==> config.mk <==
export PLATFORM = sky130hd
export DESIGN_NAME = decode_hazard_ctrl
export DESIGN_NICKNAME = d
export VERILOG_FILES = /design/src/rtl/legv8_pkg.sv /design/src/rtl/hazard_tag_pipe.sv /design/src/rtl/decode_hazard_ctrl.sv
export SDC_FILE = /design/constraint.sdc
export NUM_CORES = 1
export LEC_CHECK = 0
export CORE_MARGIN = 2
export CORE_UTILIZATION = 47
export CTS_CLUSTER_SIZE = 12
export DETAILED_ROUTE_END_ITERATION = 8
export PLACE_DENSITY = 0.89
export SLEW_MARGIN = 20
export SYNTH_ARGS = -nofsm -noshare
export SYNTH_HDL_FRONTEND = slang
export SYNTH_SLANG_ARGS = --single-unit
==> constraint.sdc <==
create_clock -name clk -period 2.1 [get_ports clk]
set_input_delay 0.315 -clock clk [delete_from_list [all_inputs] [get_ports clk]]
set_output_delay 0.315 -clock clk [all_outputs]
set_load 0.01 [all_outputs]
==> src/rtl/legv8_pkg.sv <==
// Shared LEGv8 pipeline constants and types for hazard detection and forwarding.
package legv8_pkg;

    localparam logic [4:0] XZR = 5'd31;

    localparam logic [1:0] FWD_REGFILE = 2'b00;
    localparam logic [1:0] FWD_EXMEM   = 2'b01;
    localparam logic [1:0] FWD_MEMWB   = 2'b10;

    // Per-stage bookkeeping for the instruction occupying EX, MEM or WB.
    typedef struct packed {
        logic       valid;
        logic [4:0] rd;
        logic       reg_write;
        logic       mem_read;
    } stage_tag_t;

endpackage

==> src/rtl/hazard_tag_pipe.sv <==
// Three-stage EX/MEM/WB tag shift register; a bubble loads an all-zero tag into EX.
module hazard_tag_pipe
    import legv8_pkg::*;
(
    input  logic       clk,
    input  logic       rst_n,
    input  logic       bubble_i,
    input  stage_tag_t id_tag_i,
    output stage_tag_t ex_tag_o,
    output stage_tag_t mem_tag_o,
    output stage_tag_t wb_tag_o
);

    stage_tag_t ex_q;
    stage_tag_t mem_q;
    stage_tag_t wb_q;

    // EX->MEM->WB always advances; only the ID->EX hop can be replaced by a NOP.
    always_ff @(posedge clk or negedge rst_n) begin
        if (!rst_n) begin
            ex_q  <= '0;
            mem_q <= '0;
            wb_q  <= '0;
        end else begin
            ex_q  <= bubble_i ? '0 : id_tag_i;
            mem_q <= ex_q;
            wb_q  <= mem_q;
        end
    end

    assign ex_tag_o  = ex_q;
    assign mem_tag_o = mem_q;
    assign wb_tag_o  = wb_q;

endmodule

==> src/rtl/decode_hazard_ctrl.sv <==
// LEGv8 decode-stage hazard unit: load-use stall, flush bubble, registered
// operand forwarding selects and a saturating stall counter.
module decode_hazard_ctrl
    import legv8_pkg::*;
(
    input  logic        clk,
    input  logic        rst_n,
    input  logic        id_valid,
    input  logic [4:0]  id_rs1,
    input  logic [4:0]  id_rs2,
    input  logic        id_use_rs1,
    input  logic        id_use_rs2,
    input  logic [4:0]  id_rd,
    input  logic        id_reg_write,
    input  logic        id_mem_read,
    input  logic        ex_flush,
    output logic        stall,
    output logic        id_bubble,
    output logic [1:0]  ex_fwd_a,
    output logic [1:0]  ex_fwd_b,
    output logic [15:0] stall_count
);

    stage_tag_t idTag;
    stage_tag_t exTag;
    stage_tag_t memTag;
    stage_tag_t wbTag;

    logic rs1Ex;
    logic rs2Ex;
    logic rs1Mem;
    logic rs2Mem;
    logic loadUse;

    logic [1:0]  fwdA_d;
    logic [1:0]  fwdA_q;
    logic [1:0]  fwdB_d;
    logic [1:0]  fwdB_q;
    logic [15:0] stallCount_d;
    logic [15:0] stallCount_q;

    // WB producers are covered by regfile write-through, so that tag is only carried along.
    logic unusedTagBits;
    assign unusedTagBits = ^{wbTag, memTag.mem_read};

    assign idTag = {id_valid, id_rd, id_reg_write, id_mem_read};

    hazard_tag_pipe u_tag_pipe (
        .clk       (clk),
        .rst_n     (rst_n),
        .bubble_i  (id_bubble),
        .id_tag_i  (idTag),
        .ex_tag_o  (exTag),
        .mem_tag_o (memTag),
        .wb_tag_o  (wbTag)
    );

    always_comb begin
        rs1Ex  = id_use_rs1 && exTag.valid && exTag.reg_write
                 && (exTag.rd == id_rs1) && (id_rs1 != XZR);
        rs2Ex  = id_use_rs2 && exTag.valid && exTag.reg_write
                 && (exTag.rd == id_rs2) && (id_rs2 != XZR);
        rs1Mem = id_use_rs1 && memTag.valid && memTag.reg_write
                 && (memTag.rd == id_rs1) && (id_rs1 != XZR);
        rs2Mem = id_use_rs2 && memTag.valid && memTag.reg_write
                 && (memTag.rd == id_rs2) && (id_rs2 != XZR);

        loadUse   = id_valid && exTag.mem_read && (rs1Ex || rs2Ex);
        id_bubble = ex_flush || loadUse;
        stall     = loadUse && !ex_flush;
    end

    // EX match is checked first so the youngest producer wins over MEM.
    always_comb begin
        fwdA_d = FWD_REGFILE;
        fwdB_d = FWD_REGFILE;
        if (id_valid && !id_bubble) begin
            if (rs1Ex) begin
                fwdA_d = FWD_EXMEM;
            end else if (rs1Mem) begin
                fwdA_d = FWD_MEMWB;
            end
            if (rs2Ex) begin
                fwdB_d = FWD_EXMEM;
            end else if (rs2Mem) begin
                fwdB_d = FWD_MEMWB;
            end
        end
    end

    always_comb begin
        stallCount_d = stallCount_q;
        if (stall && (stallCount_q != 16'hFFFF)) begin
            stallCount_d = stallCount_q + 16'd1;
        end
    end

    always_ff @(posedge clk or negedge rst_n) begin
        if (!rst_n) begin
            fwdA_q       <= FWD_REGFILE;
            fwdB_q       <= FWD_REGFILE;
            stallCount_q <= 16'd0;
        end else begin
            fwdA_q       <= fwdA_d;
            fwdB_q       <= fwdB_d;
            stallCount_q <= stallCount_d;
        end
    end

    assign ex_fwd_a    = fwdA_q;
    assign ex_fwd_b    = fwdB_q;
    assign stall_count = stallCount_q;

endmodule

# Yosys cells after proc, flatten, opt, wreduce, memory -nomap -nowiden
# Index checks and enable logic that the tools add are counted.
# totals
wordCells,50
inputBits,23
register_bits,35
out_inout_bits,22
# classes
n_eq_ne,7
addsub,1
reduce_logical,25
mux,7
# ops
operator,count
$logic_and A1 B1 Y1,21
$eq A5 B5 Y1,4
$add A16 B1 Y16 const B,1
$ne A16 B16 Y1 const B,1
$mux W2,6
$ne A5 B5 Y1 const B,2
$mux W8,1
$logic_not A1 Y1,2
$logic_or A1 B1 Y1,2

# Logic depth before layout (Yosys ltp)
# Gate-level depths: netlist of the first run.
# depth
word_depth,10
mapped_depth,8
ltp_nobuf,7

# Hierarchy
# A second synthesis of the first run with hierarchy kept.
# unflattened
cells_unflattened,158
hier_area_um2,1863.0
# by_module_without_submodules
module,n_inst,seq_area_each_um2,cells_each,area_per_inst_um2
decode_hazard_ctrl,1,500.5,126,1212.4
hazard_tag_pipe,1,600.6,32,650.6

# Worst setup path before layout of the first run
# No wires, ideal clock.
# synth_timing
path_type,flip-flop to output port
from,"register u_tag_pipe.ex_q, in the netlist u_tag_pipe.ex_tag_o[4]"
to,output id_bubble
arrival_ns,1.629
required_ns,1.785
stages_incl_launch_ff,7
setup_slack_ns,0.156
n_path_buf,0
path_cell_list,dfrtp_1 > xnor2_1 > nand4_1 > or4_4 > nand2_1 > a31oi_4 > inv_1
# synth_via
elab_chain_len,6
word_cells_on_any_way,9
classes_between,eq/ne (2); reduce/logical (7)
# synth_lines
item,line,source
"start, declared",hazard_tag_pipe.sv:14,stage_tag_t ex_q;
"start signal, assigned",hazard_tag_pipe.sv:25,ex_q <= bubble_i ? '0 : id_tag_i;
$eq A5 B5 Y1 (on tied branches),"decode_hazard_ctrl.sv:60, decode_hazard_ctrl.sv:62",
$logic_and A1 B1 Y1 (on tied branches) (2 in series),"decode_hazard_ctrl.sv:60, decode_hazard_ctrl.sv:62",
$logic_or A1 B1 Y1 *,decode_hazard_ctrl.sv:68,loadUse = id_valid && exTag.mem_read && (rs1Ex || rs2Ex);
$logic_and A1 B1 Y1 *,decode_hazard_ctrl.sv:68,
$logic_or A1 B1 Y1 *,decode_hazard_ctrl.sv:69,id_bubble = ex_flush || loadUse;
"end, declared",decode_hazard_ctrl.sv:18,"output logic id_bubble,"
# Every way passes the cells marked *; elsewhere a longest branch is shown, timed or not.

# Final worst setup path of the first run
# layout_timing
from,"register u_tag_pipe.ex_q, in the netlist u_tag_pipe.ex_tag_o[5]"
to,output id_bubble
# Same word-level chain as after synthesis.

==> flow_metrics.env, run 1 <==
export IMPL_outcome="complete, but fails checks"
export IMPL_violations="negative setup slack"
export IMPL_finalClockSkew_ns=0.00829
export IMPL_antenna_found_initial=0
export IMPL_synth_area_leaders="dfrtp_1 (53%), xnor2_1 (11%), xor2_1 (5.8%), and2_1 (3.0%), nand4_1 (2.6%)"
export IMPL_gp_congestion=0.958
export IMPL_ys_types=29
export IMPL_worstPathRequired_ns=1.78
export IMPL_core_region_area_um2=3360
export IMPL_regArea_um2=876
export IMPL_rows=21
export IMPL_max_freq_mhz=432
export IMPL_cts_tree="yes"
export IMPL_yosys_cell_count_top_type="dfrtp_1"
export IMPL_clk_pin_slew_ns=0.10
export IMPL_rsz0062_at_grt="true"
export IMPL_die_w_um=63.4
export IMPL_cts_hold_fix_buffers=0
export IMPL_antenna_left=0
export IMPL_setup_viol=7
export IMPL_dpl_instance_area_um2=2340
export IMPL_power_leakage_nw=1.21
export IMPL_final_area_um2=2610
export IMPL_hold_viol=0
export IMPL_fill_cells=209
export IMPL_clockBufferDepth=2
export IMPL_grt_util_all_layers_pct=21.6
export IMPL_drive_gt1_share_pct=30.0
export IMPL_setup_tns_ns=-0.466
export IMPL_synth_area_um2=1660
export IMPL_synthTopCellsByCount="dfrtp_1 (35), xnor2_1 (21), xor2_1 (11), nand2_1 (10)"
export IMPL_synth_edf_count=0
export IMPL_cp_start_kind="flop"
export IMPL_arrival_ns=2.00
export IMPL_syn_inst=140
export IMPL_drtIter0Drc=92
export IMPL_synthFlopType="dfrtp_1"
export IMPL_drc=0
export IMPL_timing_final_crit_period_ns=2.31
export IMPL_overflow=0
export IMPL_cp_max_fo=3
export IMPL_maxCapViolCount=0
export IMPL_critPathKind="flop to output pin"
export IMPL_num_antenna_cells=0
export IMPL_clk_latency_ns=0.34
export IMPL_synth_top_cell_by_area="dfrtp_1"
export IMPL_syn_avg_cell_area_um2=11.8
export IMPL_multiInputGateArea_um2=882
export IMPL_synth_nets=164
export IMPL_cts_buffers=5
export IMPL_area_growth_pct=57.6
export IMPL_fp_dieArea_um2=4020
export IMPL_avgViaCountPerCell=5.20
export IMPL_yosysWarnings=0
export IMPL_p_per_area_nw_per_um2=481
export IMPL_nNetsFinal=246
export IMPL_endpoint_kind="output pin"
export IMPL_synth_top_area_share_pct=52.9
export IMPL_ff2ff_setup_slack_ns=-0.03
export IMPL_grt_max_degree=36
export IMPL_detail_route_first_pass_iterations=5
export IMPL_slew_violations=0
export IMPL_port_buffers=44
export IMPL_synthArstFlopShare_pct=100
export IMPL_avgRoutedWirePerCell_um=16.3
export IMPL_ys_ff_latch=35
export IMPL_dp_hpwl_mm=2.84
export IMPL_ir_drop_mv=0.477
export IMPL_cts_sink_count=35
export IMPL_slew_headroom_pct=70.9
export IMPL_ios=45
export IMPL_worstMarginPinSlew_ns=0.436
export IMPL_routed_wl_mm=4.40
export IMPL_yosysSeqAreaShare_pct=52.9
export IMPL_start_util_pct=49.3
export IMPL_cts_root_buffer="clkbuf_4"
export IMPL_grt_pass1_vias=1456
export IMPL_grt_pass1_wl_mm=6.64
export IMPL_setup_ws_ns=-0.213
export IMPL_post_route_period_util_pct=110
export IMPL_htree_levels=2
export IMPL_min_path_type="input port to async pin"
export IMPL_die_y_um=63.4
export IMPL_vias=1398
[metal layers]
layer	up-vias	track usage, %	wire length, µm
met5	-	0	0
met1	679	24.6	1770
met4	0	12.0	150
li1	648	-	-
met2	54	38.0	2270
met3	17	3.75	209
[worst paths after layout]
kind                                   startpoint                 endpoint  cells past startpoint
hold reg to reg            u_tag_pipe.ex_tag_o[7]  u_tag_pipe.mem_tag_o[7]                      0
hold / removal                              rst_n   u_tag_pipe.ex_tag_o[4]                      2
setup / recovery           u_tag_pipe.ex_tag_o[5]                id_bubble                      9
max in group asynchronous                   rst_n              ex_fwd_a[1]                      2
min in group clk           u_tag_pipe.ex_tag_o[7]  u_tag_pipe.mem_tag_o[7]                      0
setup reg to reg           u_tag_pipe.ex_tag_o[5]           stall_count[1]                      8
[layout by cell type (no fill, tap or decap), types with 2 or more instances in the layout]
| master | count |
|---|---|
| dlymetal6s2s_1 | 3 |
| clkdlybuf4s50_1 | 35 |
| clkbuf_4 | 5 |
| nand2_4 | 2 |
| nor3_1 | 4 |
| xnor2_1 | 18 |
| nand3_2 | 2 |
| mux2_2 | 2 |
| dfrtp_1 | 35 |
| buf_12 | 2 |
| nor2_1 | 4 |
| dlygate4sd2_1 | 4 |
| nand3_4 | 2 |
| nand3_1 | 8 |
| and4_1 | 2 |
| buf_6 | 6 |
| nand2_1 | 8 |
| xor2_2 | 4 |
| and3_1 | 6 |
| xor2_1 | 7 |
| buf_4 | 25 |
| nand4_1 | 7 |
| xnor2_2 | 4 |
| and2_1 | 8 |
[power by group]
group / internal (mW) / switching, mW / leakage, nW / total (mW)
Clock: 0.166 / 0.222 / 0.0355 / 0.388
Sequential: 0.688 / 0.0120 / 0.473 / 0.700
Combinational: 0.0945 / 0.0731 / 0.699 / 0.168
Total: 0.949 / 0.307 / 1.21 / 1.26
[final cells by class]
cell class                 instances  area share [%]
multi-input combinational        102            33.8
sequential                        35            33.6
timing repair buffer              76            27.7
tap                               46            2.21
clock buffer                       7            2.11
clock inverter                     1           0.336
inverter                           2           0.288
[logic make-up (layout without fill, tap and decap cells)]
group	count (synthesis)	in the layout	synth area share [%]
and+or+nand+nor	61	61	22.7
buffers and inverters	3	86	1.13
DFF	35	35	52.9
adders and majority gates	1	1	0.755
xor gates and xnor gates	33	33	17.9
muxes	3	3	2.04
AOI/OAI and AO/OA	4	4	2.57
[timing repair]
item,4_1_cts,5_1_grt
cloned,1,0
buffers inserted,5,4
endpoints found under the setup margin,10,29
resized for setup,19,23
pin swaps,5,14
[state kept, by name, summed over array words and instances, names as in the netlist]
| name | flops |
|---|---|
| u_tag_pipe.mem_tag_o | 7 |
| ex_fwd_b | 2 |
| stall_count | 16 |
| ex_fwd_a | 2 |
| u_tag_pipe.ex_tag_o | 8 |
[worst max-delay path, cell delays in order (launching register included)]
cell	delay, ns
dfrtp_1	0.40
buf_6	0.13
xor2_2	0.14
nor4_2	0.28
nand4_1	0.19
buf_4	0.19
nand2_4	0.08
a31oi_4	0.09
inv_2	0.08
buf_6	0.10
[metrics by stage]
stage	std cells	utilization, %	hold slack, ns	setup WS, ns	total power, mW
2_1_floorplan	140	-	0.0194	0.156	0.758
3_3_place_gp	253	69.5	0.363	-0.661	0.855
3_5_place_dp	253	69.5	0.362	-0.720	0.862
4_1_cts	266	73.7	0.368	-0.232	1.25
5_1_grt	269	77.6	0.415	-0.311	1.32
6_report	269	77.6	0.372	-0.213	1.26
Power figures use the tool's default switching activity.
==> inputs of run 2 (changes only) <==
Settings changed: CAP_MARGIN set to 0, CORE_MARGIN 2 to not set.
==> flow_metrics.env, run 2 (synthesis results as in run 1) <==
export IMPL_outcome="complete, but fails checks"
export IMPL_violations="negative setup slack"
export IMPL_maxCapViolCount=0
export IMPL_num_antenna_cells=0
export IMPL_antenna_left=0
export IMPL_timing_rr_start="u_tag_pipe.ex_tag_o[5]"
export IMPL_start_util_pct=49.3
export IMPL_ios=45
export IMPL_die_y_um=61.4
export IMPL_post_route_period_util_pct=113
export IMPL_htree_levels=2
export IMPL_grt_pass1_vias=1472
export IMPL_layout_commonest_cell="clkdlybuf4s50_1"
export IMPL_dp_hpwl_mm=2.91
export IMPL_worstPathRequired_ns=1.78
export IMPL_path_cells="buf_4 -> xnor2_1 -> nand4_1 -> or4_4 -> nand2_4 -> a31oi_4 -> inv_2 -> buf_6"
export IMPL_grt_pass1_wl_mm=7.07
export IMPL_drtIter0Drc=85
export IMPL_nNetsFinal=248
export IMPL_cp_start_kind="flop"
export IMPL_grt_use_met1_pct=31.3
export IMPL_rows=21
export IMPL_detail_route_first_pass_iterations=4
export IMPL_clockBufferDepth=2
export IMPL_avgRoutedWirePerCell_um=17.5
export IMPL_cts_sink_count=35
export IMPL_core_region_area_um2=3360
export IMPL_gp_congestion=0.961
export IMPL_slew_headroom_pct=70.8
export IMPL_rsz0062_at_grt="true"
export IMPL_cts_buffers=5
export IMPL_grt_busiest_layer="met2"
export IMPL_worst_hold_slack_ns=0.360
export IMPL_slew_violations=0
export IMPL_setup_viol=17
export IMPL_overflow=0
export IMPL_avgViaCountPerCell=5.24
export IMPL_ir_drop_mv=0.486
export IMPL_fp_dieArea_um2=3770
export IMPL_cp_max_fo=3
export IMPL_hold_viol=0
export IMPL_finalClockSkew_ns=0.0118
export IMPL_max_freq_mhz=422
export IMPL_p_per_area_nw_per_um2=492
export IMPL_grt_util_all_layers_pct=27.6
export IMPL_drc=0
export IMPL_setup_ws_ns=-0.271
export IMPL_clk_latency_ns=0.34
export IMPL_clk_pin_slew_ns=0.11
export IMPL_area_growth_pct=59.5
export IMPL_min_path_type="input port to async pin"
export IMPL_multiInputGateArea_um2=900
export IMPL_timing_final_crit_period_ns=2.37
export IMPL_routed_wl_mm=4.73
export IMPL_drive_gt1_share_pct=32.9
export IMPL_regArea_um2=876
export IMPL_max_stage_delay_ns=0.46
export IMPL_antenna_found_initial=0
export IMPL_critPathKind="flop to output pin"
export IMPL_reg2reg_to="stall_count[13]"
export IMPL_mostFrequentLayoutCells="clkdlybuf4s50_1 (38), dfrtp_1 (35), buf_4 (29)"
export IMPL_cp_slowest_cell="or4_4"
export IMPL_port_buffers=44
export IMPL_grt_max_degree=36
export IMPL_endpoint_kind="output pin"
export IMPL_power_leakage_nw=1.22
export IMPL_ff2ff_setup_slack_ns=-0.19
export IMPL_die_w_um=61.4
export IMPL_cts_root_buffer="clkbuf_4"
export IMPL_vias=1420
export IMPL_use_met3_pct=8.82
export IMPL_grtUsageMet2_pct=46.9
export IMPL_cts_tree="yes"
export IMPL_rr_worst_depth=10
export IMPL_arrival_ns=2.06
export IMPL_worstMarginPinSlew_ns=0.438
export IMPL_largest_register_ffs=16
export IMPL_fill_cells=204
export IMPL_setup_tns_ns=-2.44
==> run 2: stage by stage <==
step	setup WS (ns)	cell area [µm²]	instances	power, mW	util (%)
2_1_floorplan	0.156	1660	140	0.758	-
3_3_place_gp	-0.655	2340	254	0.857	69.7
3_5_place_dp	-0.732	2340	254	0.864	69.7
4_1_cts	-0.155	2560	271	1.29	76.0
5_1_grt	-0.365	2640	271	1.36	78.6
6_report	-0.271	2640	271	1.30	78.6
==> run 2: report_power, final <==
group          internal [mW]  switching, mW  total, mW
Clock                  0.196          0.226      0.421
Sequential             0.688         0.0143      0.703
Combinational         0.0976         0.0777      0.175
Total                  0.982          0.318       1.30
==> run 2: worst max path at each step <==
stage,startpoint,cells after the start,slack (ns),to
floorplan,u_tag_pipe.ex_tag_o[4],6,0.16,id_bubble
global placement,id_rs2[2],8,-0.66,id_bubble
detailed placement,id_rs2[4],8,-0.73,id_bubble
CTS,u_tag_pipe.ex_tag_o[4],9,-0.15,id_bubble
global route,u_tag_pipe.ex_tag_o[5],8,-0.37,id_bubble
finish,u_tag_pipe.ex_tag_o[5],8,-0.27,id_bubble
==> run 2: repair_timing <==
item                                    in CTS  in global routing
pin swaps                                    8                  7
hold buffers                                 0                  0
resized for setup                           24                 19
gates cloned                                 1                  0
buffers inserted                             8                  2
endpoints found under the setup margin      16                 23
==> run 2: layout make-up <==
class / count / area share (%)
clock buffer: 7 / 2.46
clock inverter: 1 / 0.284
inverter: 2 / 0.284
multi-input combinational: 102 / 34.0
sequential: 35 / 33.1
tap: 46 / 2.18
timing repair buffer: 78 / 27.6
==> run 2: critical path, delay by kind of cell (launching register included) <==
family | cells | cell delay [ns]
AOI/OAI and AO/OA | 1 | 0.09
xor gates and xnor gates | 1 | 0.20
buffers and inverters | 3 | 0.31
DFF | 1 | 0.41
and+or+nand+nor | 3 | 0.72
==> run 2: per-layer routing <==
metal	part of all wire, %	vias to the layer above
li1	-	654
met1	37	676
met2	51	63
met3	6.2	27
met4	5.8	0
met5	0	-
==> inputs of run 3 (changes only) <==
Settings changed: CTS_CLUSTER_SIZE 12 to 28, SLEW_MARGIN 20 to 15.
==> results of run 3 <==
The final DEF is identical to that of run 2; final timing and power are the same.
